## config.mk

```make
export PLATFORM = sky130hd
export DESIGN_NAME = adc_spi_capture
export DESIGN_NICKNAME = d
export VERILOG_FILES = /design/src/rtl/adc_spi_capture.sv
export SDC_FILE = /design/constraint.sdc
export NUM_CORES = 1
export LEC_CHECK = 0
export BUFFER_PORTS_ARGS = -buffer_cell sky130_fd_sc_hd__buf_2
export CAP_MARGIN = 25
export CORE_MARGIN = 5
export CORE_UTILIZATION = 40
export CTS_CLUSTER_DIAMETER = 50
export DETAILED_ROUTE_END_ITERATION = 10
export PLACE_DENSITY_LB_ADDON = 0.12
export REMOVE_ABC_BUFFERS = 1
export SETUP_SLACK_MARGIN = 0.02
export SLEW_MARGIN = 20
export SYNTH_ARGS = -nofsm -noshare
export SYNTH_HDL_FRONTEND = slang
export SYNTH_SLANG_ARGS = --single-unit
```

## constraint.sdc

```tcl
create_clock -name clk -period 2.3 [get_ports clk]
set_input_delay 0.115 -clock clk [delete_from_list [all_inputs] [get_ports clk]]
set_output_delay 0.115 -clock clk [all_outputs]
set_load 0.005 [all_outputs]
```

## src/rtl/adc_spi_capture.sv

```systemverilog
// adc_spi_capture: SPI master front end for an MCP3201 12-bit ADC.
// Generates cs_n/sclk from clk, shifts in 15 bits per frame and presents
// the 12-bit sample with a one-cycle data_valid strobe and a null-bit flag.
module adc_spi_capture #(
  parameter int unsigned HALF_PERIOD = 500,
  parameter int unsigned CS_SETUP    = 500,
  parameter int unsigned CS_IDLE     = 500
) (
  input  logic        clk,
  input  logic        rst,
  input  logic        start,
  input  logic        miso,
  output logic        cs_n,
  output logic        sclk,
  output logic [11:0] data,
  output logic        data_valid,
  output logic        null_err,
  output logic        busy
);

  typedef enum logic [2:0] {
    IDLE,
    SETUP,
    CLK_LOW,
    CLK_HIGH,
    HOLD
  } state_t;

  localparam logic [15:0] HALF_LAST  = 16'(HALF_PERIOD - 1);
  localparam logic [15:0] SETUP_LAST = 16'(CS_SETUP - 1);
  localparam logic [15:0] IDLE_LAST  = 16'(CS_IDLE - 1);

  state_t      state;
  logic [15:0] phase;
  logic [3:0]  bit_cnt;
  logic [11:0] shift;
  logic        null_bit;
  logic        miso_meta;
  logic        miso_sync;

  // Two-flop synchronizer: miso comes from the ADC with no relation to clk.
  always_ff @(posedge clk) begin
    if (rst) begin
      miso_meta <= 1'b0;
      miso_sync <= 1'b0;
    end else begin
      miso_meta <= miso;
      miso_sync <= miso_meta;
    end
  end

  // Frame sequencer: all SPI outputs and results are registered here.
  always_ff @(posedge clk) begin
    if (rst) begin
      state      <= IDLE;
      phase      <= 16'd0;
      bit_cnt    <= 4'd0;
      shift      <= 12'd0;
      null_bit   <= 1'b0;
      cs_n       <= 1'b1;
      sclk       <= 1'b0;
      data       <= 12'd0;
      data_valid <= 1'b0;
      null_err   <= 1'b0;
      busy       <= 1'b0;
    end else begin
      data_valid <= 1'b0;
      case (state)
        IDLE: begin
          cs_n <= 1'b1;
          sclk <= 1'b0;
          busy <= 1'b0;
          if (start) begin
            state   <= SETUP;
            cs_n    <= 1'b0;
            busy    <= 1'b1;
            phase   <= 16'd0;
            bit_cnt <= 4'd0;
          end
        end

        SETUP: begin
          if (phase == SETUP_LAST) begin
            state <= CLK_HIGH;
            sclk  <= 1'b1;
            phase <= 16'd0;
          end else begin
            phase <= phase + 16'd1;
          end
        end

        CLK_HIGH: begin
          if (phase == HALF_LAST) begin
            // Sample at the end of the high phase, well after the ADC
            // changed its output on the preceding falling edge.
            shift <= {shift[10:0], miso_sync};
            if (bit_cnt == 4'd2) begin
              null_bit <= miso_sync;
            end
            if (bit_cnt != 4'd15) begin
              bit_cnt <= bit_cnt + 4'd1;
            end
            sclk  <= 1'b0;
            state <= CLK_LOW;
            phase <= 16'd0;
          end else begin
            phase <= phase + 16'd1;
          end
        end

        CLK_LOW: begin
          if (phase == HALF_LAST) begin
            phase <= 16'd0;
            if (bit_cnt < 4'd15) begin
              state <= CLK_HIGH;
              sclk  <= 1'b1;
            end else begin
              // Last 12 captures are B11..B0, so the low 12 bits of the
              // shift register hold the finished sample.
              state      <= HOLD;
              data       <= shift;
              null_err   <= null_bit;
              data_valid <= 1'b1;
              cs_n       <= 1'b1;
            end
          end else begin
            phase <= phase + 16'd1;
          end
        end

        HOLD: begin
          cs_n <= 1'b1;
          sclk <= 1'b0;
          if (phase == IDLE_LAST) begin
            state <= IDLE;
            busy  <= 1'b0;
            phase <= 16'd0;
          end else begin
            phase <= phase + 16'd1;
          end
        end

        default: begin
          state <= IDLE;
        end
      endcase
    end
  end

endmodule
```

==> flow_summary.ini, run 1 <==
[sta]
slew_viol_final = 0
grt_setup_unrepaired = false
finalSetupViolCount = 0
timing.max_slew.rel_slack = 0.582
final_min_period_over_clock_period = 0.892
hold_viol = 0
fin_tns_setup_ps = 0
final_period_minus_worst_setup_slack_ps = 2050
finalClockSkew_ps = 12.7
fmax_mhz = 488
worst_pin_slew_ps = 621

[floorplan]
die_h_um = 88.1
floorplan.core_area_um2 = 5920
die_footprint_um2 = 7770
num_io_pins = 21
std_cell_rows = 28
fp.dieW_um = 88.1
initial_utilization = 0.412

[worst_setup_path]
arrival_ps = 2300
cells_traversed_along_the_worst_timing_path = nor4_1 > or3_1 > or4_1 > a21oi_1
critPathLaunchType = flop
critical_path_class = flop to flop
slowest_delay_ps = 620
worst_path_max_fanout = 15
worst-r2r-cell-count = 4
critical_path_data_required_time_ps = 2550
worst_setup_path_end_kind = flop
critical_path.slowest_cell = dfxtp_1

[outcome]
outcome = completed

[cts]
max-clock-path-buffers = 2
post_cts.resized_instances = 0
numClockSinks = 55
clockRootBuffer = clkbuf_8
clk_pin_slew_ps = 100
htree_levels = 2
postCtsSetupRepairBufs = 0
tritoncts = built
clk_latency_ps = 320
tritoncts.num_buffers = 5
hold_buffers = 0

[route]
routed-via-count = 2151
drt_wl_total_um = 5450
drt_pass1_iterations = 4
drt_iter0_markers = 121
vias_per_cell = 5.60
final_antenna_violating_net_count = 0
remaining_drc_errors = 0
wl_per_cell_um = 14.2

[synth]
synth_edf_count = 0
async_reset_ff_frac = 0
synth_largest_type_area_fraction = 0.451
cell_area_after_synthesis_um2 = 2440
yosys_most_used_dff = dfxtp_1
yosysWarnings = 0
ys_types = 42
post_synth_main_area_contributors = dfxtp_1 45%, a21oi_1 7.8%, nand3_1 7.6%
synth_sequential_area_ratio = 0.451
synthCells = 297
yosysMostFrequentCell = dfxtp_1
syn-mean-instance-area_um2 = 8.22
synth_top_cell_by_area = dfxtp_1
ys_top_cells_by_count = 55 x dfxtp_1, 38 x a21oi_1, 37 x nand3_1
postSynthRegisterBits = 55

[pwr]
power.share.clock = 0.343
cellLeakagePower_uw = 0.000929
peakVddDrop_uv = 266
p_int_uw = 1230
p_sw_uw = 430
seq_power_share = 0.595
powerDensity_nw_per_um2 = 613
p_sw_frac = 0.259
power_share_of_the_combinational_group = 0.061

[run]
max_cap_violations = 0

[placement]
buffer_ports.inserted = 20
post_dp_cell_area_um2 = 2610
post_place_cells = 376
hpwl_um = 3580
routabilityCongestion = 0.843

[final_layout]
final_design_area_no_fill_um2 = 2710
layout_cell_share_with_drive_strength_beyond_1 = 0.126
n_antenna_cell = 0
n_fill_cell = 579
post_layout_nonfiller_instances = 384
syn2layout_area_growth_pct = 10.9
finalNetCount = 315

[global_route]
initial_antenna_violation_count = 0
overflow_left_after_global_routing = 0
first_global_vias = 2012
grt_max_degree = 35
grt_pass1_wl_um = 9550
gr-usage-all-layers = 0.153

[min_path]
min_delay_path_depth = 2
worstHoldPathType = primary input to flop
layout make-up:
cell class	instances	area, µm²	share of cell area
clock buffer	5	68.8	0.0254
clock inverter	3	27.5	0.0102
timing repair buffer	29	180	0.0666
inverter	7	26.3	0.00971
multi-input combinational	210	1210	0.447
sequential	55	1100	0.407
tap	75	93.8	0.0347
final timing paths:
path / startpoint / endpoint / slack (ps)
max: state[0] / phase[14] / 250
min: miso / miso_meta / 60
max reg2reg: state[0] / phase[14] / 250
min reg2reg: miso_meta / miso_sync / 470
through the flow:
stage | util | total power [µW] | setup WS (ps) | hold slack (ps)
6_report | 0.457 | 1660 | 249 | 60.8
5_1_grt | 0.457 | 1750 | 117 | 49.2
4_1_cts | 0.457 | 1690 | 261 | 55.1
3_5_place_dp | 0.441 | 1110 | 290 | 391
3_3_place_gp | 0.441 | 1110 | 333 | 325
2_1_floorplan | - | 1060 | -225 | 184
critical path: cells and delay by family (launching register included):
family          cells  cell delay [ps]
simple gates        3             1230
compound gates      1              140
flops               1              620
registers in the layout (all words and copies together), names as in the netlist, 3 cells and up:
signal / cells
phase: 16
data: 12
shift: 12
bit_cnt: 4
state: 3
power groups by stage:
stage          sequential, µW  combinational, µW  clock [µW]
2_1_floorplan            1010               58.1           0
3_3_place_gp             1010                101           0
3_5_place_dp             1010                101           0
4_1_cts                   988                102         598
5_1_grt                   993                115         638
6_report                  988                102         570
kinds of logic (layout without fill, tap and decap cells):
| logic type | Yosys count | count (layout) | share of synthesized area |
|---|---|---|---|
| and+or+nand+nor | 110 | 110 | 0.245 |
| AOI/OAI and AO/OA | 89 | 89 | 0.206 |
| DFF | 55 | 55 | 0.451 |
| buffers and inverters | 32 | 44 | 0.0538 |
| xor gates and xnor gates | 7 | 7 | 0.0251 |
| adders and majority gates | 3 | 3 | 0.0154 |
| muxes | 1 | 1 | 0.00410 |
routing by layer:
layer / vias up / share of wire / global-route usage
met1: 999 / 0.52 / 0.221
met3: 10 / 0.031 / 0.0310
met2: 37 / 0.44 / 0.221
met5: - / 0 / 0
met4: 0 / 0.017 / 0.0673
li1: 1105 / - / -
cells in the final DEF (no fill, tap or decap), types with 6 or more instances in the layout:
cell type	n
buf_2	20
nor2_1	14
o21ai_0	33
nand4_1	7
a21oi_1	38
o31ai_1	8
nand2_1	12
dfxtp_1	55
buf_4	8
inv_1	7
nand3_1	37
nor3_1	6
or4_1	6
nor4_1	6
(Power assumes the default switching activity.)
==> run 2: changes to the inputs <==
--- a/config.mk
+++ b/config.mk
@@ -13,7 +13,7 @@
 export DETAILED_ROUTE_END_ITERATION = 10
 export PLACE_DENSITY_LB_ADDON = 0.12
 export REMOVE_ABC_BUFFERS = 1
-export SETUP_SLACK_MARGIN = 0.02
+export SETUP_SLACK_MARGIN = 0.3
 export SLEW_MARGIN = 20
 export SYNTH_ARGS = -nofsm -noshare
 export SYNTH_HDL_FRONTEND = slang
==> run 2 against run 1 <==
Compared with the run above:
- critical path depth unchanged
- clock-buffer cell count unchanged
- worst hold slack better by 2.5 ps
- first-iteration DRC count unchanged
- wire length increased by 1.3%
- sequential cell count unchanged
- critical path type unchanged
- largest cell class unchanged
- largest power group unchanged
==> flow_summary.ini, run 2 (synthesized netlist as in run 1, its figures left out) <==
[min_path]
min_delay_endpoint = miso_meta
startpoint_of_the_most_critical_hold_path = miso
worstHoldPathType = primary input to flop
min_delay_path_depth = 2

[placement]
buffer_ports.inserted = 20
routabilityCongestion = 0.843
hpwl_um = 3580

[route]
drt_wl_total_um = 5520
vias_per_cell = 5.61
wl_per_cell_um = 14.3
remaining_drc_errors = 0
drt_iter0_markers = 121
drt_pass1_iterations = 4
final_antenna_violating_net_count = 0
routed-via-count = 2172

[worst_setup_path]
worst-r2r-cell-count = 4
timing.rr.start = state[0]
worst_setup_path_end_kind = flop
critical_path_data_required_time_ps = 2550
arrival_ps = 2110
critical_path_class = flop to flop
r2r-end = phase[15]
reg2reg_slack_ps = 450
worst_path_max_fanout = 15
crit_path_start = state[0]
critPathLaunchType = flop

[cts]
clk_pin_slew_ps = 100
tritoncts = built
numClockSinks = 55
tritoncts.num_buffers = 5
hold_buffers = 0
max-clock-path-buffers = 2
clockRootBuffer = clkbuf_8
clk_latency_ps = 320
htree_levels = 2

[sta]
holdWs_ps = 63.3
timing.max_slew.rel_slack = 0.587
finalSetupViolCount = 0
fmax_mhz = 540
hold_viol = 0
worst_pin_slew_ps = 615
fin_tns_setup_ps = 0
finalClockSkew_ps = 12.2
grt_setup_unrepaired = true
final_period_minus_worst_setup_slack_ps = 1850
final_min_period_over_clock_period = 0.806
slew_viol_final = 0

[pwr]
power_share_of_the_combinational_group = 0.063
peakVddDrop_uv = 268
seq_power_share = 0.594
p_int_uw = 1230
cellLeakagePower_uw = 0.000954
p_sw_uw = 434
powerDensity_nw_per_um2 = 601
power.share.clock = 0.343
p_sw_frac = 0.260

[final_layout]
commonest_non_fill_non_tap_cell_in_the_layout = dfxtp_1
syn2layout_area_growth_pct = 13.7
layout_cell_share_with_drive_strength_beyond_1 = 0.167
n_antenna_cell = 0
layout_common_cells = 52 x dfxtp_1, 38 x a21oi_1, 36 x nand3_1, 33 x o21ai_0, 20 x buf_2
n_fill_cell = 576
largest_registers = phase x16, data x12, shift x12
number_of_flip_flops_in_the_largest_register = 16
finalNetCount = 318
largest-register = phase

[run]
max_cap_violations = 0

[floorplan]
std_cell_rows = 28
die_footprint_um2 = 7770
initial_utilization = 0.412
fp.dieW_um = 88.1
die_h_um = 88.1
floorplan.core_area_um2 = 5920
num_io_pins = 21

[global_route]
grt_max_degree = 35
initial_antenna_violation_count = 0
first_global_vias = 2012
grt_pass1_wl_um = 9550
gr-usage-all-layers = 0.153
overflow_left_after_global_routing = 0

[outcome]
outcome = completed
run 2: metrics by stage:
stage | worst slack (ps) | instance area, µm² | std cells | power (µW) | utilization
2_1_floorplan | -225 | 2340 | 272 | 1060 | -
3_3_place_gp | 333 | 2610 | 376 | 1110 | 0.441
3_5_place_dp | 290 | 2610 | 376 | 1110 | 0.441
4_1_cts | 342 | 2710 | 384 | 1690 | 0.457
5_1_grt | 273 | 2780 | 387 | 1750 | 0.469
6_report | 447 | 2780 | 387 | 1670 | 0.469
run 2: power by group through the flow:
stage                     sequential [µW]  clock (µW)  combinational, µW
after CTS                             989         598                102
after detailed placement             1010           0                101
after floorplan                      1010           0               58.1
after global placement               1010           0                101
after global routing                  994         638                118
final                                 990         572                105
run 2: metal layers:
metal,GRT usage,part of all wire,up-vias
met3,0.0310,0.033,12
met5,0,0,-
li1,-,-,1115
met2,0.221,0.44,38
met4,0.0673,0.021,0
met1,0.221,0.51,1007
run 2: repair_timing:
item,in CTS,in global routing
endpoints found under the setup margin,2,27
buffers inserted,0,3
pin swaps,0,1
resized for setup,1,9
run 2: worst max path at each step:
stage                             to  slack [ps]  depth (start not counted)
final                      phase[15]         450                          4
after CTS                  phase[14]         340                          4
after global routing      bit_cnt[2]         270                          6
after detailed placement   phase[14]         290                          4
after global placement     phase[14]         330                          4
after floorplan             phase[7]        -230                          5
run 2: final cells by class:
type | instances | area, µm² | area share
clock inverter | 3 | 27.5 | 0.00992
tap | 75 | 93.8 | 0.0338
clock buffer | 5 | 68.8 | 0.0248
inverter | 7 | 26.3 | 0.00947
sequential | 55 | 1100 | 0.398
timing repair buffer | 32 | 215 | 0.0775
multi-input combinational | 210 | 1240 | 0.446
run 2: critical path: stages, from the launching register on:
cell	delay, ps
dfxtp_2	410
o21ai_1	350
nand3_1	340
or4_1	550
a21oi_1	140
==> run 3: changes to the inputs <==
--- a/config.mk
+++ b/config.mk
@@ -5,6 +5,7 @@
 export SDC_FILE = /design/constraint.sdc
 export NUM_CORES = 1
 export LEC_CHECK = 0
+export ABC_AREA = 1
 export BUFFER_PORTS_ARGS = -buffer_cell sky130_fd_sc_hd__buf_2
 export CAP_MARGIN = 25
 export CORE_MARGIN = 5
==> constraint.sdc (replaced) <==
create_clock -name clk -period 1.7 [get_ports clk]
set_input_delay 0.085 -clock clk [delete_from_list [all_inputs] [get_ports clk]]
set_output_delay 0.085 -clock clk [all_outputs]
set_load 0.005 [all_outputs]
==> run 3 against run 2 <==
Compared with the run above:
- clock power up 32%
- sequential power up 58%
- power rose to 2.7 times the previous value
- synthesized area up 9.3%
- first-iteration DRC count down 40%
- register-to-register slack worse by 170 ps
- global-route usage down 0.78 points
==> flow_summary.ini, run 3 <==
[pwr]
p_sw_uw = 1870
power.share.clock = 0.165
p_int_uw = 2710
cellLeakagePower_uw = 0.00155
peakVddDrop_uv = 1180
power_share_of_the_combinational_group = 0.493
seq_power_share = 0.342
powerDensity_nw_per_um2 = 1280
p_sw_frac = 0.409

[sta]
timing.max_slew.rel_slack = 0.765
fmax_mhz = 703
hold_viol = 0
worst_pin_slew_ps = 349
final_min_period_over_clock_period = 0.837
fin_tns_setup_ps = 0
final_period_minus_worst_setup_slack_ps = 1420
grt_setup_unrepaired = true
finalClockSkew_ps = 7.59
slew_viol_final = 0
finalSetupViolCount = 0

[cts]
clk_latency_ps = 300
tritoncts = built
max-clock-path-buffers = 2
clk_pin_slew_ps = 100
numClockSinks = 55
tritoncts.num_buffers = 5
clockRootBuffer = clkbuf_8
htree_levels = 2

[final_layout]
syn2layout_area_growth_pct = 34.0
final_core_util = 0.557
largest-register = phase
commonest_non_fill_non_tap_cell_in_the_layout = nor2_1
largest_registers = phase x16, data x12, shift x12
number_of_flip_flops_in_the_largest_register = 16
n_antenna_cell = 0
finalNetCount = 435
layout_common_cells = 51 x nor2_1, 40 x inv_1, 39 x nand2_1, 39 x dfxtp_1, 29 x buf_4
layout_cell_share_with_drive_strength_beyond_1 = 0.385

[floorplan]
die_footprint_um2 = 8410
die_h_um = 91.7
floorplan.core_area_um2 = 6420
fp.dieW_um = 91.7
num_io_pins = 21
std_cell_rows = 29
initial_utilization = 0.416

[synth]
cell_area_after_synthesis_um2 = 2670
postSynthRegisterBits = 55
ys_top_cells_by_count = 64 x nor2_1, 56 x nand2_1, 55 x dfxtp_1
synth_edf_count = 0
synth.mux.area_fraction = 0
synth_compound_gate_area_share = 0.122
syn-mean-instance-area_um2 = 7.14
synth_sequential_area_ratio = 0.413
yosys_most_used_dff = dfxtp_1
yosysMostFrequentCell = nor2_1
post_synth_and_or_nand_nor_area_fraction = 0.339
yosysWarnings = 0
post_synth_fa_ha_maj_area_fraction = 0.0141
async_reset_ff_frac = 0
post_synth_main_area_contributors = dfxtp_1 41%, nor2_1 9.0%, nand2_1 7.9%
synth_top_cell_by_area = dfxtp_1
synthCells = 374
largest_family_of_logic_cells_by_synthesized_area = simple AND/OR/NAND/NOR gates
ys_types = 31
synth_largest_type_area_fraction = 0.413
synth-xor-area-share = 0.0164

[worst_setup_path]
cells_traversed_along_the_worst_timing_path = ha_4 > nand2_4 > nor2_4 > nand2_4 > nand2_2 > nand2_2 > nand2_4 > buf_12 > nor3_2
slowest_delay_ps = 360
worst_path_most_repeated_cell = nand2_4
critical_path_class = flop to flop
worst_setup_path_end_kind = flop
critical_path_data_required_time_ps = 1890
critical_path.slowest_cell = dfxtp_2
arrival_ps = 1620
critPathLaunchType = flop
worst_path_max_fanout = 9

[route]
vias_per_cell = 4.85
wl_per_cell_um = 11.7
drt_pass1_iterations = 4
drt_iter0_markers = 72
final_antenna_violating_net_count = 0
drt_wl_total_um = 5930
routed-via-count = 2453
remaining_drc_errors = 0

[global_route]
first_global_vias = 2344
grt_pass1_wl_um = 10300
gr-usage-all-layers = 0.146
initial_antenna_violation_count = 0
grt_max_degree = 35
overflow_left_after_global_routing = 0

[placement]
buffer_ports.inserted = 20
hpwl_um = 4120
routabilityCongestion = 0.822

[run]
max_cap_violations = 0

[min_path]
worstHoldPathType = primary input to flop

[outcome]
outcome = completed
run 3: changes by cell type after synthesis, sizes merged, moves of 8 or more:
cell | previous run | this run
a21oi | 38 | 27
clkbuf | 20 | 4
inv | 7 | 51
nand2 | 12 | 64
nand3 | 37 | 22
nor2 | 14 | 77
nor3 | 6 | 15
o31ai | 8 | 0
run 3: routing by layer:
metal	up-vias	wire length, µm	GRT usage
met2	34	2790	0.245
met1	1109	2860	0.189
met4	0	67	0.0389
li1	1302	-	-
met5	-	0	0
met3	8	204	0.0311
run 3: path summary, 6_finish.rpt:
path	startpoint	end	slack, ps	depth (start not counted)
setup / recovery	phase[1]	phase[5]	280	9
hold / removal	rst	phase[7]	70	2
setup reg to reg	phase[1]	phase[5]	280	9
hold reg to reg	miso_meta	miso_sync	410	2
run 3: cell families (layout without fill, tap and decap cells):
logic type               count (synthesis)  after routing
adder cells (fa/ha/maj)                  3              3
XOR/XNOR                                 5              5
AND/OR/NAND/NOR                        187            187
AO/OA/AOI/OAI                           62             62
flip-flops                              55             55
buffers and inverters                   62            117
run 3: repair_timing:
item	in CTS	in global routing
buffers inserted	14	8
endpoints found under the hold margin	1	0
gates cloned	0	0
setup endpoints to repair	50	49
resized for setup	53	62
hold buffers	1	0
pin swaps	14	31
run 3: cell type report:
| type | count | area [µm²] |
|---|---|---|
| fill | 610 | 2850 |
| multi-input combinational | 257 | 1610 |
| sequential | 55 | 1130 |
| timing repair buffer | 58 | 444 |
| inverter | 51 | 196 |
| tap | 77 | 96.3 |
| clock buffer | 5 | 68.8 |
| clock inverter | 3 | 25.0 |
run 3: through the flow:
stage                     hold slack (ps)  instance area, µm²  instances  setup slack (ps)  total power, µW
after global routing                 64.7                3580        506               190             4910
after global placement                300                2950        475              80.0             3200
after floorplan                       154                2610        363              18.8             2700
final                                73.1                3580        506               277             4580
after CTS                            75.3                3330        498               284             4360
after detailed placement              303                2950        475              23.9             3200
run 3: critical path, delay by kind of cell (launching register included):
| family | cells | cell delay, ps |
|---|---|---|
| flops | 1 | 360 |
| simple gates | 7 | 640 |
| fa+ha+maj | 1 | 180 |
| buf+inv | 1 | 140 |
run 3: power groups by stage:
stage | combinational (µW) | clock [µW] | sequential, µW
after floorplan | 1140 | 0 | 1570
after global placement | 1640 | 0 | 1560
after detailed placement | 1640 | 0 | 1560
after CTS | 2020 | 790 | 1550
after global routing | 2490 | 836 | 1590
final | 2260 | 757 | 1560
